File: src/rtl/output_port_arbiter.sv
// Per-egress-port scheduler: round-robin selects an input FIFO whose head header targets
// PORT_ID, pops it, registers the packet and offers it on a valid/ready egress.
module output_port_arbiter #(
    parameter int unsigned NUM_PORTS = 4,
    parameter int unsigned PORT_ID   = 0,
    parameter int unsigned DATA_W    = 16,
    parameter int unsigned HDR_W     = DATA_W / 2,
    parameter int unsigned DEST_LSB  = 0,
    parameter int unsigned DEST_W    = $clog2(NUM_PORTS)
) (
    input  logic                          clk,
    input  logic                          rst,
    input  logic [NUM_PORTS-1:0]          fifo_empty,
    input  logic [NUM_PORTS*HDR_W-1:0]    fifo_header,
    input  logic [NUM_PORTS*DATA_W-1:0]   fifo_data,
    output logic [NUM_PORTS-1:0]          fifo_rd_en,
    output logic [DATA_W-1:0]             out_data,
    output logic                          out_valid,
    input  logic                          out_ready,
    output logic [DEST_W-1:0]             grant_id,
    output logic                          busy,
    output logic [15:0]                   pkt_count
);

    typedef enum logic [1:0] {IDLE, READ, LOAD, SEND} state_e;

    state_e               state_q, state_d;
    logic [DEST_W-1:0]    grant_q, grant_d;
    logic [DEST_W-1:0]    rr_ptr_q, rr_ptr_d;
    logic [DATA_W-1:0]    data_q, data_d;
    logic                 valid_q, valid_d;
    logic [15:0]          count_q, count_d;
    logic [NUM_PORTS-1:0] req;
    logic                 req_any;
    logic [DEST_W-1:0]    winner;
    logic [DEST_W-1:0]    rr_next;
    logic [NUM_PORTS-1:0] rd_en;

    always_comb begin
        for (int unsigned i = 0; i < NUM_PORTS; i++) begin
            req[i] = !fifo_empty[i] &&
                     (fifo_header[i*HDR_W + DEST_LSB +: DEST_W] == DEST_W'(PORT_ID));
        end
    end

    // First requester at or after rr_ptr, wrapping modulo NUM_PORTS.
    always_comb begin
        int unsigned idx;
        req_any = 1'b0;
        winner  = '0;
        for (int unsigned k = 0; k < NUM_PORTS; k++) begin
            idx = (int'(rr_ptr_q) + k) % NUM_PORTS;
            if (!req_any && req[idx]) begin
                req_any = 1'b1;
                winner  = DEST_W'(idx);
            end
        end
        rr_next = ((int'(winner) + 1) == NUM_PORTS) ? '0 : winner + DEST_W'(1);
    end

    always_comb begin
        state_d  = state_q;
        grant_d  = grant_q;
        rr_ptr_d = rr_ptr_q;
        data_d   = data_q;
        valid_d  = valid_q;
        count_d  = count_q;
        rd_en    = '0;
        case (state_q)
            IDLE: begin
                if (req_any) begin
                    grant_d  = winner;
                    rr_ptr_d = rr_next;
                    state_d  = READ;
                end
            end
            READ: begin
                rd_en[grant_q] = 1'b1;
                state_d        = LOAD;
            end
            LOAD: begin
                data_d  = fifo_data[int'(grant_q)*DATA_W +: DATA_W];
                valid_d = 1'b1;
                state_d = SEND;
            end
            SEND: begin
                if (out_ready) begin
                    count_d = count_q + 16'd1;
                    valid_d = 1'b0;
                    if (req_any) begin
                        grant_d  = winner;
                        rr_ptr_d = rr_next;
                        state_d  = READ;
                    end else begin
                        state_d  = IDLE;
                    end
                end
            end
            default: state_d = IDLE;
        endcase
    end

    always_ff @(posedge clk) begin
        if (rst) begin
            state_q  <= IDLE;
            grant_q  <= '0;
            rr_ptr_q <= '0;
            data_q   <= '0;
            valid_q  <= 1'b0;
            count_q  <= '0;
        end else begin
            state_q  <= state_d;
            grant_q  <= grant_d;
            rr_ptr_q <= rr_ptr_d;
            data_q   <= data_d;
            valid_q  <= valid_d;
            count_q  <= count_d;
        end
    end

    assign fifo_rd_en = rd_en;
    assign out_data   = data_q;
    assign out_valid  = valid_q;
    assign grant_id   = grant_q;
    assign busy       = (state_q != IDLE);
    assign pkt_count  = count_q;

endmodule

File: config.mk
export PLATFORM = sky130hd
export DESIGN_NAME = output_port_arbiter
export DESIGN_NICKNAME = d
export VERILOG_FILES = /design/src/rtl/output_port_arbiter.sv
export SDC_FILE = /design/constraint.sdc
export NUM_CORES = 1
export LEC_CHECK = 0
export CORE_MARGIN = 2
export CORE_UTILIZATION = 38
export CTS_BUF_LIST = sky130_fd_sc_hd__clkbuf_8
export DETAILED_ROUTE_END_ITERATION = 7
export PLACE_DENSITY = 0.9
export RECOVER_POWER = 25
export REMOVE_ABC_BUFFERS = 1
export SYNTH_ARGS = -nofsm -noshare
export SYNTH_HDL_FRONTEND = slang
export SYNTH_SLANG_ARGS = --single-unit
File: constraint.sdc
create_clock -name clk -period 2.55 [get_ports clk]
set_clock_uncertainty 0.2 [all_clocks]
set_input_delay 0.3825 -clock clk [delete_from_list [all_inputs] [get_ports clk]]
set_output_delay 0.3825 -clock clk [all_outputs]
set_load 0.005 [all_outputs]
# Word level (Yosys, flattened, before mapping)
# Index checks and enable logic that the tools add are counted.
# word_totals
regBits,39
in_bits,103
output_inout_bits,40
# op_classes
add_sub_neg,6
magnitude_cmp,6
n_eq_ne,6
n_shift,1
mux,32
reduce_logical,27
# ops
cell,n
indexed part select 64 x 7 -> 16 bit,1
two-way mux 2 bit,11
adder 16 x 1 -> 16 bit (second input constant),1
less-than comparator 2 x 3 -> 1 bit (second input constant),5
two-way mux 1 bit,11
logical NOT 2 bit,5
binary-select mux 1 bit (select 2 bit),4
logical AND 1 bit,8
case mux 2 bit (2 select lines),2
case mux 2 bit (4 select lines),1
AND reduction 2 bit,4
logical NOT 1 bit,7
nonzero test 2 bit,3
adder 2 x 1 -> 2 bit (second input constant),2
adder 2 bit (second input constant),2
== test 2 bit (second input constant),2
two-way mux 4 bit,1
!= test 2 bit (second input constant),2
adder 2 x 1 -> 3 bit (second input constant),1
== test 3 bit (second input constant),1
demux 1 bit (select 2 bit),1
== test 2 x 1 -> 1 bit (second input constant),1
greater-or-equal comparator 2 x 1 -> 1 bit (second input constant),1
case mux 1 bit (2 select lines),1

# Depth between registers and ports, before layout
# logic_depth
word_depth,20
ltp_mapped,7

# Worst setup path before layout
# No wires, ideal clock.
# synth_timing
path_type,input to register
startpoint,in fifo_header[17]
endpoint,reg rr_ptr_q[0]
setup_ns,0.071
arrival_time_ns,1.691
required_time_ns,2.279
setup_slack_ns,0.589
cell_stages,7
path_buffers,0
path_cell_list,nor3_4 -> or3b_1 -> nand3_1 -> nor2_1 -> ha_1 -> a311o_1 -> a21oi_1
# synth_between
elab_chain_cells,20
# synth_lines
item,line_no,rtl
from (decl),14,"input logic [NUM_PORTS*HDR_W-1:0] fifo_header,"
logical NOT 2 bit (*),42,(fifo_header[i*HDR_W + DEST_LSB +: DEST_W] == DEST_W'(PORT_ID));
logical AND 1 bit (*),41,req[i] = !fifo_empty[i] &&
binary-select mux 1 bit (select 2 bit),53,if (!req_any && req[idx]) begin
two-way mux 1 bit (implied by the code),53,
two-way mux 1 bit,53,
logical NOT 1 bit,53,
logical AND 1 bit,53,
two-way mux 1 bit,53,
[5 not listed],--,
two-way mux 2 bit (*),53,
named net winner[0],35,logic [DEST_W-1:0] winner;
adder 2 x 1 -> 3 bit,58,rr_next = ((int'(winner) + 1) == NUM_PORTS) ? '0 : winner + DEST_W'(1);
== test 3 bit,58,
two-way mux 2 bit (*),58,
two-way mux 2 bit (*),"71, 90",
two-way mux 2 bit,87,if (out_ready) begin
case mux 2 bit (2 select lines) (*),69,case (state_q)
to (signal assigned),114,rr_ptr_q <= rr_ptr_d;
to (decl),29,"logic [DEST_W-1:0] rr_ptr_q, rr_ptr_d;"
# The timed path passes the listed nets; every way through them passes the cells marked *. The select of a mux whose other input is x is not followed.
# A chain may end at the register's enable or synchronous reset.

# Final worst setup path
# layout_timing
startpoint,reg state_q[1]
endpoint,out fifo_rd_en[0]
# layout_between
elab_chain_cells,2
# layout_lines
item,line_no,rtl
from (decl),27,"state_e state_q, state_d;"
from (signal assigned),112,state_q <= state_d;
== test 2 x 1 -> 1 bit,69,
two-way mux 4 bit,69,
to (decl),16,"output logic [NUM_PORTS-1:0] fifo_rd_en,"
# No other way between the ends.

==> results.sh <==
export IMPL_synth_fa_ha_area_share_pct=3.95
export IMPL_dp_hpwl_um=4850
export IMPL_worst_slew_pin_slew_ns=0.832
export IMPL_final_setup_viol_count=0
export IMPL_syn_inst=220
export IMPL_path_max_fanout=5
export IMPL_antenna_left=0
export IMPL_path_depth=4
export IMPL_synth_edf_count=0
export IMPL_initial_utilization_pct=39.7
export IMPL_grt_max_degree=43
export IMPL_grt_overflow=0
export IMPL_critPathArrivalTime_ns=1.69
export IMPL_clockPowerShare_pct=19.0
export IMPL_synth_xor_area_share_pct=3.95
export IMPL_yosys_area_share_simple_pct=20.2
export IMPL_port_buffers=118
export IMPL_wl_per_cell_um=14.3
export IMPL_path_buf_inv=2
export IMPL_peakVddDrop_v=0.000304
export IMPL_hp_class="register to register"
export IMPL_finalPower_mw=2.09
export IMPL_ys_seq_elements=39
export IMPL_nNetsFinal=455
export IMPL_wl_um=5990
export IMPL_num_io_pins=143
export IMPL_cts_buffers=5
export IMPL_post_cts_setup_buffers=0
export IMPL_worst_setup_path_start_kind="register"
export IMPL_core_area_mm2=0.00557
export IMPL_max_freq_ghz=0.440
export IMPL_synth_distinct_cells=39
export IMPL_combPwrFrac_pct=44.0
export IMPL_tritoncts="done"
export IMPL_vias=2141
export IMPL_mostFrequentLayoutCell="clkdlybuf4s50_1"
export IMPL_critical_path_top_delay_family="buffers and inverters"
export IMPL_synthMuxAreaShare_pct=25.4
export IMPL_p_per_area_mw_per_mm2=579
export IMPL_worst_r2r_path_depth=7
export IMPL_clk_path_buf_depth=2
export IMPL_critPathRequiredTime_ns=1.97
export IMPL_die_w_um=80.3
export IMPL_path_cells="inv_1 > ha_1 > nor3b_1 > clkdlybuf4s50_1"
export IMPL_pwr_share_seq_pct=36.9
export IMPL_viasPerCell=5.12
export IMPL_antenna_cells=0
export IMPL_num_rows=27
export IMPL_period_needed_ns=2.27
export IMPL_synth_compound_area_share_pct=8.25
export IMPL_p_int_mw=1.45
export IMPL_drtIter0Drc=48
export IMPL_yosys_most_used_dff="dfxtp_1"
export IMPL_clk_pin_slew_ns=0.07
export IMPL_relSlewSlack_pct=44.6
export IMPL_drc=0
export IMPL_cts_resized=0
export IMPL_r2r_start="rr_ptr_q[1]$_SDFFE_PP0P_"
export IMPL_drv_cap=0
export IMPL_end_kind="output port"
export IMPL_final_cell_mix="clkdlybuf4s50_1 (104), dfxtp_1 (39), nor2_1 (33), mux2i_1 (18), mux4_2 (16)"
export IMPL_slew_violations=0
export IMPL_power_leakage_nw=1.33
export IMPL_synth_area_leaders="dfxtp_1 (35%), mux4_2 (16%), mux2i_1 (8.1%), nor2_1 (5.6%), ha_1 (4.0%)"
export IMPL_die_h_um=80.3
export IMPL_rsz0062_at_grt="no"
export IMPL_insertion_delay_ns=0.29
export IMPL_area_delta_synth_final_pct=62.7
export IMPL_power_net_switching_mw=0.638
export IMPL_synth_top_family_by_area="multiplexers"
export IMPL_fin_crit_sh_pct=89.1
export IMPL_ys_seq_area_share_pct=35.3
export IMPL_gp_congestion=0.774
export IMPL_critical_path_class="register to output port"
export IMPL_setup_tns_final_ns=0
export IMPL_first_pass_iters=4
export IMPL_hold_viol_final=0
export IMPL_htreeDepth=2
export IMPL_dieArea_mm2=0.00645
export IMPL_grt_pass1_vias=2168
export IMPL_min_delay_start="rr_ptr_q[0]$_SDFFE_PP0P_"
export IMPL_drive_gt1_share_pct=11.8
export IMPL_async_reset_ff_share_pct=0
export IMPL_netlist_area_leader_share_pct=35.3
export IMPL_switching_share_pct=30.6
export IMPL_dp_worst_setup_slack_ns=0.0280
export IMPL_clockRootBuffer="clkbuf_8"
export IMPL_grt_first_pass_wirelength_um=9540
export IMPL_critPathMaxStageDelay_ns=0.54
export IMPL_yosysWarnings=0
export IMPL_worstHoldPathCells=2
export IMPL_outcome="completed"
export IMPL_setup_slack_ns=0.278
export IMPL_cts_hold_buffers=0
export IMPL_grt_use_total_pct=18.7
export IMPL_syn_area_mm2=0.00221
export IMPL_cp_startpoint="state_q[1]$_SDFFE_PP0P_"
export IMPL_synth_area_leader_cell="dfxtp_1"
export IMPL_grt_antenna_before_repair=0
export IMPL_syn_area_per_cell_um2=10.1
export IMPL_clkSinkCount=39
export IMPL_crit_slowest_cell="clkdlybuf4s50_1"
final cells by class:
cell class,count,area [um^2]
Multi-Input combinational cell,165,1370
Clock inverter,3,15.0
Clock buffer,5,68.8
Tap cell,72,90.1
Inverter,5,18.8
Fill cell,475,1970
Sequential cell,39,781
Timing Repair Buffer,129,1260
sequential cells by signal (all words and copies together), names as in the netlist:
register and flops:
grant_id 2, out_data 16, out_valid 1, pkt_count 16, rr_ptr_q 2, state_q 2
cells by family after synthesis:
group,count (synthesis)
XOR/XNOR,10
adder cells (fa/ha/maj),7
AO/OA/AOI/OAI,27
flip-flops,39
AND/OR/NAND/NOR,85
multiplexers,36
buffers and inverters,16
power groups by stage:
stage / sequential (mW) / combinational (mW) / clock (mW)
6_report: 0.771 / 0.919 / 0.398
3_5_place_dp: 0.786 / 0.948 / 0
3_3_place_gp: 0.783 / 0.924 / 0
4_1_cts: 0.773 / 0.952 / 0.411
2_1_floorplan: 0.809 / 0.481 / 0
5_1_grt: 0.787 / 1.01 / 0.440
metrics by stage:
stage | hold slack (ns) | instance area (um^2) | cells | utilization (%)
final | 0.288 | 3600 | 418 | 64.6
after global routing | 0.321 | 3600 | 418 | 64.6
after CTS | 0.293 | 3610 | 418 | 64.7
after detailed placement | 0.282 | 3520 | 410 | 63.2
after global placement | 0.268 | 3520 | 410 | 63.2
after floorplan | 0.252 | 2170 | 209 | -
worst register-to-register path: stages (launching register included):
cell and delay (ns):
dfxtp_1 0.42, nor4b_1 0.34, o21ai_0 0.15, a21oi_1 0.21, nor2_1 0.07, ha_1 0.19
a311o_1 0.27, a21oi_1 0.11
cell usage after synthesis (6+ instances only):
master    count
clkbuf_1      6
ha_1          7
xor2_1        8
o21ai_0       7
nand2_1      13
nor2_1       33
a21oi_1      12
mux4_2       16
dfxtp_1      39
mux2i_1      18
routing by layer:
metal	up-vias	track usage, %	wire length (um)
li1	1062	-	-
met1	1017	21.2	2340
met2	58	35.5	3360
met3	4	4.83	264
met4	0	2.88	26
met5	-	0	0
path summary, 6_finish.rpt:
| path | endpoint | slack, ns |
|---|---|---|
| min reg2reg | rr_ptr_q[0]$_SDFFE_PP0P_ | 0.29 |
| max | fifo_rd_en[0] | 0.28 |
| min | rr_ptr_q[0]$_SDFFE_PP0P_ | 0.29 |
| max reg2reg | rr_ptr_q[0]$_SDFFE_PP0P_ | 0.50 |
(Power assumes the default switching activity.)
